[src/rtl/fault_inject_pkg.sv]
// -----------------------------------------------------------------------------
// fault_inject_pkg
// Shared types and constants for the fault_inject_guard block.
//   fi_state_e  : injector FSM states
//   fi_mode_e   : corruption modes applied to masked bits
//   LFSR_TAPS   : maximal-length Galois feedback masks (right-shift form),
//                 indexed by LFSR width 2..32
// -----------------------------------------------------------------------------
package fault_inject_pkg;

  typedef enum logic [1:0] {
    IDLE   = 2'd0,
    ARM    = 2'd1,
    INJECT = 2'd2,
    DONE   = 2'd3
  } fi_state_e;

  typedef enum logic [1:0] {
    FI_FLIP   = 2'd0,
    FI_STUCK0 = 2'd1,
    FI_STUCK1 = 2'd2,
    FI_RAND   = 2'd3
  } fi_mode_e;

  localparam int LFSR_MIN_W = 2;
  localparam int LFSR_MAX_W = 32;

  localparam logic [LFSR_MAX_W-1:0] LFSR_TAPS [LFSR_MIN_W:LFSR_MAX_W] = '{
    32'h0000_0003, 32'h0000_0006, 32'h0000_000C, 32'h0000_0014,
    32'h0000_0030, 32'h0000_0060, 32'h0000_00B8, 32'h0000_0110,
    32'h0000_0240, 32'h0000_0500, 32'h0000_0829, 32'h0000_100D,
    32'h0000_2015, 32'h0000_6000, 32'h0000_D008, 32'h0001_2000,
    32'h0002_0400, 32'h0004_0023, 32'h0009_0000, 32'h0014_0000,
    32'h0030_0000, 32'h0042_0000, 32'h00E1_0000, 32'h0120_0000,
    32'h0200_0023, 32'h0400_0013, 32'h0900_0000, 32'h1400_0000,
    32'h2000_0029, 32'h4800_0000, 32'h8020_0003
  };

endpackage

[src/rtl/fault_lfsr.sv]
// -----------------------------------------------------------------------------
// fault_lfsr
// WIDTH-bit Galois LFSR used as the pseudo-random source for the random
// corruption mode. Seeds to all-ones on reset and steps only while en=1.
// Ports:
//   CLK    in   clock, rising edge
//   RESETN in   synchronous reset, active-low
//   en     in   advance the sequence by one step this cycle
//   q      out  current LFSR state (WIDTH bits)
// WIDTH must lie in 2..32.
// -----------------------------------------------------------------------------
module fault_lfsr
  import fault_inject_pkg::*;
#(
  parameter int WIDTH = 8
) (
  input  logic             CLK,
  input  logic             RESETN,
  input  logic             en,
  output logic [WIDTH-1:0] q
);

  localparam logic [LFSR_MAX_W-1:0] TAPS_FULL = LFSR_TAPS[WIDTH];
  localparam logic [WIDTH-1:0]      TAPS      = TAPS_FULL[WIDTH-1:0];

  // Galois form: shift right, fold the feedback mask in when the bit leaving
  // the register is 1.
  always_ff @(posedge CLK) begin
    if (!RESETN) begin
      q <= '1;
    end else if (en) begin
      q <= (q >> 1) ^ (q[0] ? TAPS : '0);
    end
  end

endmodule

[src/rtl/fault_inject_guard.sv]
// -----------------------------------------------------------------------------
// fault_inject_guard
// Inline fault injector on a WIDTH-bit path. A config handshake arms the
// block; after cfg_delay cycles it corrupts O for cfg_duration cycles using
// cfg_mask/cfg_mode. Outside the injection window O follows I with zero
// latency.
//
// Optional feature macro: FAULT_INJECT_LFSR_EN
//   defined   : a fault_lfsr supplies the pattern for random mode
//   undefined : no LFSR; random mode leaves O=I while the window still runs
//
// Ports:
//   CLK, RESETN          clock / synchronous active-low reset
//   I, O                 data in from driver / data out to consumers
//   cfg_valid, cfg_ready config handshake
//   cfg_delay            cycles spent armed before injecting
//   cfg_duration         injection length in cycles (0 = no injection)
//   cfg_mask, cfg_mode   affected bits and corruption mode
//   abort                cancel armed / active / done state
//   active, done         state is INJECT / DONE
//   inject_count         completed injection windows, saturating
// -----------------------------------------------------------------------------
module fault_inject_guard
  import fault_inject_pkg::*;
#(
  parameter int WIDTH = 8,
  parameter int CNT_W = 16
) (
  input  logic             CLK,
  input  logic             RESETN,
  input  logic [WIDTH-1:0] I,
  output logic [WIDTH-1:0] O,
  input  logic             cfg_valid,
  output logic             cfg_ready,
  input  logic [CNT_W-1:0] cfg_delay,
  input  logic [CNT_W-1:0] cfg_duration,
  input  logic [WIDTH-1:0] cfg_mask,
  input  logic [1:0]       cfg_mode,
  input  logic             abort,
  output logic             active,
  output logic             done,
  output logic [CNT_W-1:0] inject_count
);

  fi_state_e        state;
  logic [CNT_W-1:0] dcnt;
  logic [CNT_W-1:0] icnt;
  logic [WIDTH-1:0] mask_q;
  fi_mode_e         mode_q;
  logic             accept;
  logic [WIDTH-1:0] corrupt;

  assign cfg_ready = ((state == IDLE) || (state == DONE)) && !abort;
  assign accept    = cfg_valid && cfg_ready;
  assign active    = (state == INJECT);
  assign done      = (state == DONE);

`ifdef FAULT_INJECT_LFSR_EN
  logic [WIDTH-1:0] lfsr_q;

  fault_lfsr #(
    .WIDTH (WIDTH)
  ) u_lfsr (
    .CLK    (CLK),
    .RESETN (RESETN),
    .en     (state == INJECT),
    .q      (lfsr_q)
  );
`endif

  // Control: accept/abort arbitration and the delay/duration countdowns.
  always_ff @(posedge CLK) begin
    if (!RESETN) begin
      state        <= IDLE;
      dcnt         <= '0;
      icnt         <= '0;
      mask_q       <= '0;
      mode_q       <= FI_FLIP;
      inject_count <= '0;
    end else begin
      case (state)
        IDLE, DONE: begin
          if (accept) begin
            mask_q <= cfg_mask;
            mode_q <= fi_mode_e'(cfg_mode);
            dcnt   <= cfg_delay;
            icnt   <= cfg_duration;
            if (cfg_duration == '0) begin
              state <= DONE;
            end else if (cfg_delay == '0) begin
              state <= INJECT;
            end else begin
              state <= ARM;
            end
          end else if (abort) begin
            state <= IDLE;
          end
        end
        ARM: begin
          // icnt still holds the accepted duration, so INJECT starts fully loaded.
          if (abort) begin
            state <= IDLE;
          end else begin
            dcnt <= dcnt - 1'b1;
            if (dcnt == CNT_W'(1)) begin
              state <= INJECT;
            end
          end
        end
        INJECT: begin
          // An aborted window never reaches the counter update.
          if (abort) begin
            state <= IDLE;
          end else begin
            icnt <= icnt - 1'b1;
            if (icnt == CNT_W'(1)) begin
              state <= DONE;
              if (inject_count != '1) begin
                inject_count <= inject_count + 1'b1;
              end
            end
          end
        end
        default: state <= IDLE;
      endcase
    end
  end

  // Output path: stays combinational so the pass-through case has no latency.
  always_comb begin
    corrupt = I;
    case (mode_q)
      FI_FLIP:   corrupt = ~I;
      FI_STUCK0: corrupt = '0;
      FI_STUCK1: corrupt = '1;
`ifdef FAULT_INJECT_LFSR_EN
      FI_RAND:   corrupt = I ^ lfsr_q;
`else
      FI_RAND:   corrupt = I;
`endif
      default:   corrupt = I;
    endcase
  end

  always_comb begin
    O = I;
    if (state == INJECT) begin
      O = (I & ~mask_q) | (corrupt & mask_q);
    end
  end

endmodule
[config.mk]
export PLATFORM = sky130hd
export DESIGN_NAME = fault_inject_guard
export DESIGN_NICKNAME = d
export VERILOG_FILES = /design/src/rtl/fault_inject_pkg.sv /design/src/rtl/fault_lfsr.sv /design/src/rtl/fault_inject_guard.sv
export SDC_FILE = /design/constraint.sdc
export NUM_CORES = 1
export LEC_CHECK = 0
export CAP_MARGIN = 10
export CORE_ASPECT_RATIO = 0.7
export CORE_MARGIN = 3
export CORE_UTILIZATION = 46
export CTS_BUF_LIST = sky130_fd_sc_hd__clkbuf_16
export DETAILED_ROUTE_END_ITERATION = 8
export HOLD_SLACK_MARGIN = 0.05
export PLACE_DENSITY = 0.73
export SETUP_SLACK_MARGIN = 0.15
export SLEW_MARGIN = 30
export SYNTH_ARGS = -nofsm -noshare
export SYNTH_HDL_FRONTEND = slang
export SYNTH_SLANG_ARGS = --single-unit
export TNS_END_PERCENT = 5
[constraint.sdc]
create_clock -name CLK -period 1.9 [get_ports CLK]
set_input_delay 0.19 -clock CLK [delete_from_list [all_inputs] [get_ports CLK]]
set_output_delay 0.19 -clock CLK [all_outputs]
set_load 0.03 [all_outputs]
==> impl_results.rst <==
.. list-table::
   :header-rows: 1

   * - Metric
     - Value
   * - Maximum number of pins on one net before global-route repair
     - 29
   * - Crit path required time
     - 2110 ps
   * - Detail-routed net length per standard cell
     - around 17 um
   * - Count of endpoints failing hold in the final timing report
     - 0
   * - Die area
     - 8760 um^2
   * - Chip Height
     - a little under 80 um
   * - Total wirelength of the detailed-routed design
     - about 12,000 um
   * - Total power consumption of the routed design
     - 4230 uW
   * - Share of post-route cells with drive strength above 1
     - 0.242
   * - Part of the cycle the worst path needs
     - 1.14
   * - Adder-Cell Fraction of Synth Area
     - 0.0284
   * - Area of the core
     - roughly 7400 um^2
   * - Weighted congestion at the end of routability-driven global placement
     - between 0.9 and 1
   * - Result of the run
     - finished, violations left
   * - Clock skew after layout
     - slightly above 6 ps
   * - Maximum fanout count along the critical path
     - 5
   * - Main combinational cell family by area after synthesis
     - simple AND/OR/NAND/NOR gates
   * - Post-synthesis register bit count
     - 60
   * - Number of cells on the worst reg-to-reg path
     - 6
   * - CP startpoint kind
     - flop
   * - Reg2reg setup slack
     - -270 ps
   * - Hold Crit Start
     - cfg_mode[1]
   * - Maximum vdd ir drop
     - 505 uV
   * - Leading cell type in the layout, fill and taps excluded
     - sky130_fd_sc_hd__clkdlybuf4s50_1
   * - Number of sinks handled by clock tree synthesis
     - 60
   * - Share of async-settable or async-resettable flops after synthesis
     - 0
   * - Vias after detailed routing
     - 4,250
   * - I/O pin cnt
     - 81
   * - Vias in the first global route
     - 3,876
   * - Starting DRT DRC Count
     - roughly 400
   * - Number of diodes
     - 0
   * - Main flop type after synthesis
     - sky130_fd_sc_hd__dfxtp_1
   * - Proportion of netlist area held by the largest area contributor
     - 0.341
   * - Register area share after synthesis
     - 0.341
   * - Simple-gate share of the synthesized area
     - 0.283
   * - Terminus of the critical flop-to-flop path
     - inject_count[8]$_SDFFE_PN0P_
   * - Clock tree from TritonCTS
     - yes
   * - Final worst slack
     - -270 ps
   * - Leakage power
     - around 0.002 uW
   * - Hold buffer count at CTS
     - 0
   * - Number of pins with negative max-slew slack in the final report
     - 0
   * - Root Driver
     - sky130_fd_sc_hd__clkbuf_16
   * - # H-tree levels
     - 3
   * - Arrival time reported for the critical path endpoint
     - around 2400 ps
   * - Layout Nets
     - between 600 and 700
   * - Max-capacitance violation count
     - 0
   * - Number of I/O port buffers
     - 80
   * - Yosys cell types
     - 58
   * - Worst Hold Endpoint
     - mode_q[1]$_SDFFE_PN0P_
   * - Cell taking the most area after synthesis
     - sky130_fd_sc_hd__dfxtp_1
   * - Clock transition at path regs
     - around 50 ps
   * - Violated checks
     - setup timing
   * - Clock period minus worst slack
     - between 2000 and 2500 ps
   * - Antenna violations before repair
     - 0
   * - HPWL reported at the end of detailed placement
     - between 8000 and 9000 um
   * - Parity-gate share of the synthesized area counting xor and xnor cells
     - 0.00497
   * - DRC viols
     - 0
   * - Per-instance average area after synthesis
     - between 7 and 8 um^2
   * - RSZ-0062 raised after global routing
     - true
   * - Bufs on Longest Clock Path
     - 2
   * - GRT Total Usage
     - 0.260
   * - Mapped Area
     - 3520 um^2
   * - Via-to-Cell Ratio
     - about 6.0
   * - Total of warnings raised by yosys
     - 0
   * - Row cnt
     - 26
   * - Total overflow reported by the global router
     - 0
   * - Crit Path Class
     - flop to flop
   * - Power Density
     - slightly below 800 nW/um^2
   * - Top post-synthesis cells by area
     - sky130_fd_sc_hd__dfxtp_1 34%, sky130_fd_sc_hd__a21oi_1 8.8%, sky130_fd_sc_hd__nand2_1 5.4%
   * - Starting density of the core
     - 0.479
   * - Antenna viol nets, final
     - 0
   * - Number of cells produced by synthesis
     - between 400 and 500
   * - Commonest non-fill, non-tap cells in the layout
     - 69 x sky130_fd_sc_hd__clkdlybuf4s50_1, 61 x sky130_fd_sc_hd__buf_4, 54 x sky130_fd_sc_hd__a21oi_1, 54 x sky130_fd_sc_hd__dfxtp_1, 50 x sky130_fd_sc_hd__nand2_1
   * - Endpoint kind of the worst setup timing path
     - flop
   * - Worst hold path class
     - input pin to flop
   * - Wire length of the first global-routing pass
     - ~19,000 um
   * - Pre-CTS WS
     - -357 ps
   * - Detailed-router iteration count before antenna repair
     - 5
   * - Number of synthesized flops with an enable pin
     - 0
   * - Synthesized-area fraction occupied by ao, oa, aoi and oai cells
     - 0.282
   * - Max frequency
     - ~460 MHz
   * - TritonCTS Buffers
     - 9
   * - Clock latency at the later pin of the worst-skew pair
     - between 300 and 400 ps
   * - Depth of the worst hold-timing path
     - 3
   * - Area delta synth->final
     - 53.9%
   * - Setup violation total in the final timing report
     - 17
   * - DIE WIDTH
     - ~110 um
   * - Multiplexer fraction of the synthesized cell area
     - 0.0117
   * - Final std cells w/o fill
     - 705
   * - Synthesized Nets
     - 533
   * - Actual slew at the worst max-slew pin
     - about 440 ps
   * - Worst slew margin
     - 0.704
   * - Source of the worst register-to-register timing path
     - icnt[5]$_SDFFE_PN0P_
   * - Inst Count DP
     - 687
==> routing by layer <==
layer / vias to the layer above / global-route usage / wire length (um)
met2: 196 / 0.396 / 5220
met5: - / 0 / 0
met4: 0 / 0.0701 / 134
met1: 2000 / 0.361 / 5420
li1: 2038 / - / -
met3: 16 / 0.0731 / 999
==> worst max-delay path by stage <==
stage | endpoint | cells past startpoint | startpoint
after floorplan | icnt[14]$_SDFFE_PN0P_ | 6 | icnt[5]$_SDFFE_PN0P_
after CTS | inject_count[3]$_SDFFE_PN0P_ | 6 | icnt[5]$_SDFFE_PN0P_
final | inject_count[8]$_SDFFE_PN0P_ | 6 | icnt[5]$_SDFFE_PN0P_
after global routing | inject_count[8]$_SDFFE_PN0P_ | 6 | icnt[5]$_SDFFE_PN0P_
after global placement | icnt[15]$_SDFFE_PN0P_ | 6 | icnt[5]$_SDFFE_PN0P_
after detailed placement | icnt[15]$_SDFFE_PN0P_ | 6 | icnt[5]$_SDFFE_PN0P_
==> flip-flops by register name, summed over array words and instances, names as in the netlist <==
name          cells
mask_q            8
mode_q            2
dcnt             16
inject_count     16
icnt             16
state             2
==> area by class of cell <==
cell class                 count  area [um^2]
multi-input combinational    368         2420
fill                         583         1930
timing repair buffer         148         1360
sequential                    60         1210
clock buffer                   9          225
tap                           98          123
inverter                      16         62.6
clock inverter                 6         25.0
==> report_power, final <==
part	switching, uW	internal [uW]
logic	753	665
registers	72.6	1350
clock network	546	849
==> stage by stage <==
| stage | setup TNS, ps | util | hold slack [ps] | instance area (um^2) |
|---|---|---|---|---|
| after floorplan | -986 | - | 337 | 3600 |
| after global placement | -2870 | 0.665 | 456 | 4890 |
| after detailed placement | -4420 | 0.665 | 455 | 4890 |
| after CTS | -2480 | 0.716 | 425 | 5270 |
| after global routing | -4270 | 0.738 | 429 | 5420 |
| final | -2820 | 0.738 | 429 | 5420 |
==> synth_stat cells (2+ instances only) <==
| cell type | n |
|---|---|
| sky130_fd_sc_hd__nand3b_1 | 2 |
| sky130_fd_sc_hd__o21a_1 | 4 |
| sky130_fd_sc_hd__a21o_1 | 4 |
| sky130_fd_sc_hd__o21ai_0 | 27 |
| sky130_fd_sc_hd__nor2_1 | 35 |
| sky130_fd_sc_hd__or3_1 | 15 |
| sky130_fd_sc_hd__and3_1 | 6 |
| sky130_fd_sc_hd__o22a_1 | 2 |
| sky130_fd_sc_hd__nor3_1 | 10 |
| sky130_fd_sc_hd__o211ai_1 | 4 |
| sky130_fd_sc_hd__and2_1 | 2 |
| sky130_fd_sc_hd__o41ai_1 | 2 |
| sky130_fd_sc_hd__mux2i_1 | 3 |
| sky130_fd_sc_hd__o31ai_1 | 4 |
| sky130_fd_sc_hd__ha_1 | 8 |
| sky130_fd_sc_hd__nand2_1 | 51 |
| sky130_fd_sc_hd__a21oi_1 | 62 |
| sky130_fd_sc_hd__nand4_1 | 7 |
| sky130_fd_sc_hd__clkbuf_1 | 25 |
| sky130_fd_sc_hd__dfxtp_1 | 60 |
| sky130_fd_sc_hd__o22ai_1 | 8 |
| sky130_fd_sc_hd__o2bb2ai_1 | 2 |
| sky130_fd_sc_hd__nor4_1 | 14 |
| sky130_fd_sc_hd__o221a_2 | 3 |
| sky130_fd_sc_hd__a22oi_1 | 4 |
| sky130_fd_sc_hd__xor2_1 | 2 |
| sky130_fd_sc_hd__nor2b_1 | 2 |
| sky130_fd_sc_hd__nand3_1 | 25 |
| sky130_fd_sc_hd__a31oi_1 | 17 |
| sky130_fd_sc_hd__nand2b_1 | 6 |
| sky130_fd_sc_hd__a21boi_0 | 2 |
| sky130_fd_sc_hd__a211oi_1 | 5 |
| sky130_fd_sc_hd__or4_1 | 7 |
| sky130_fd_sc_hd__inv_1 | 14 |
| sky130_fd_sc_hd__o32ai_1 | 3 |
| sky130_fd_sc_hd__or2_2 | 2 |
==> cell families after synthesis <==
| group | Yosys count |
|---|---|
| XOR/XNOR | 2 |
| buffers and inverters | 44 |
| flip-flops | 60 |
| AO/OA/AOI/OAI | 161 |
| AND/OR/NAND/NOR | 192 |
| multiplexers | 4 |
| adder cells (fa/ha/maj) | 8 |
==> critical path, stage by stage, from the launching register on <==
cell and delay, ps:
sky130_fd_sc_hd__dfxtp_2 320, sky130_fd_sc_hd__or4_4 580, sky130_fd_sc_hd__nor4_4 250, sky130_fd_sc_hd__buf_4 180, sky130_fd_sc_hd__o2111ai_2 150, sky130_fd_sc_hd__or4_1 460, sky130_fd_sc_hd__mux2i_1 130
==> timing repair <==
action | in CTS | in global routing
cloned | 0 | 2
pin swaps | 4 | 4
gates resized for setup | 29 | 33
endpoints found under the setup margin | 40 | 51
buffers inserted | 0 | 1
Power figures use the tool's default switching activity.
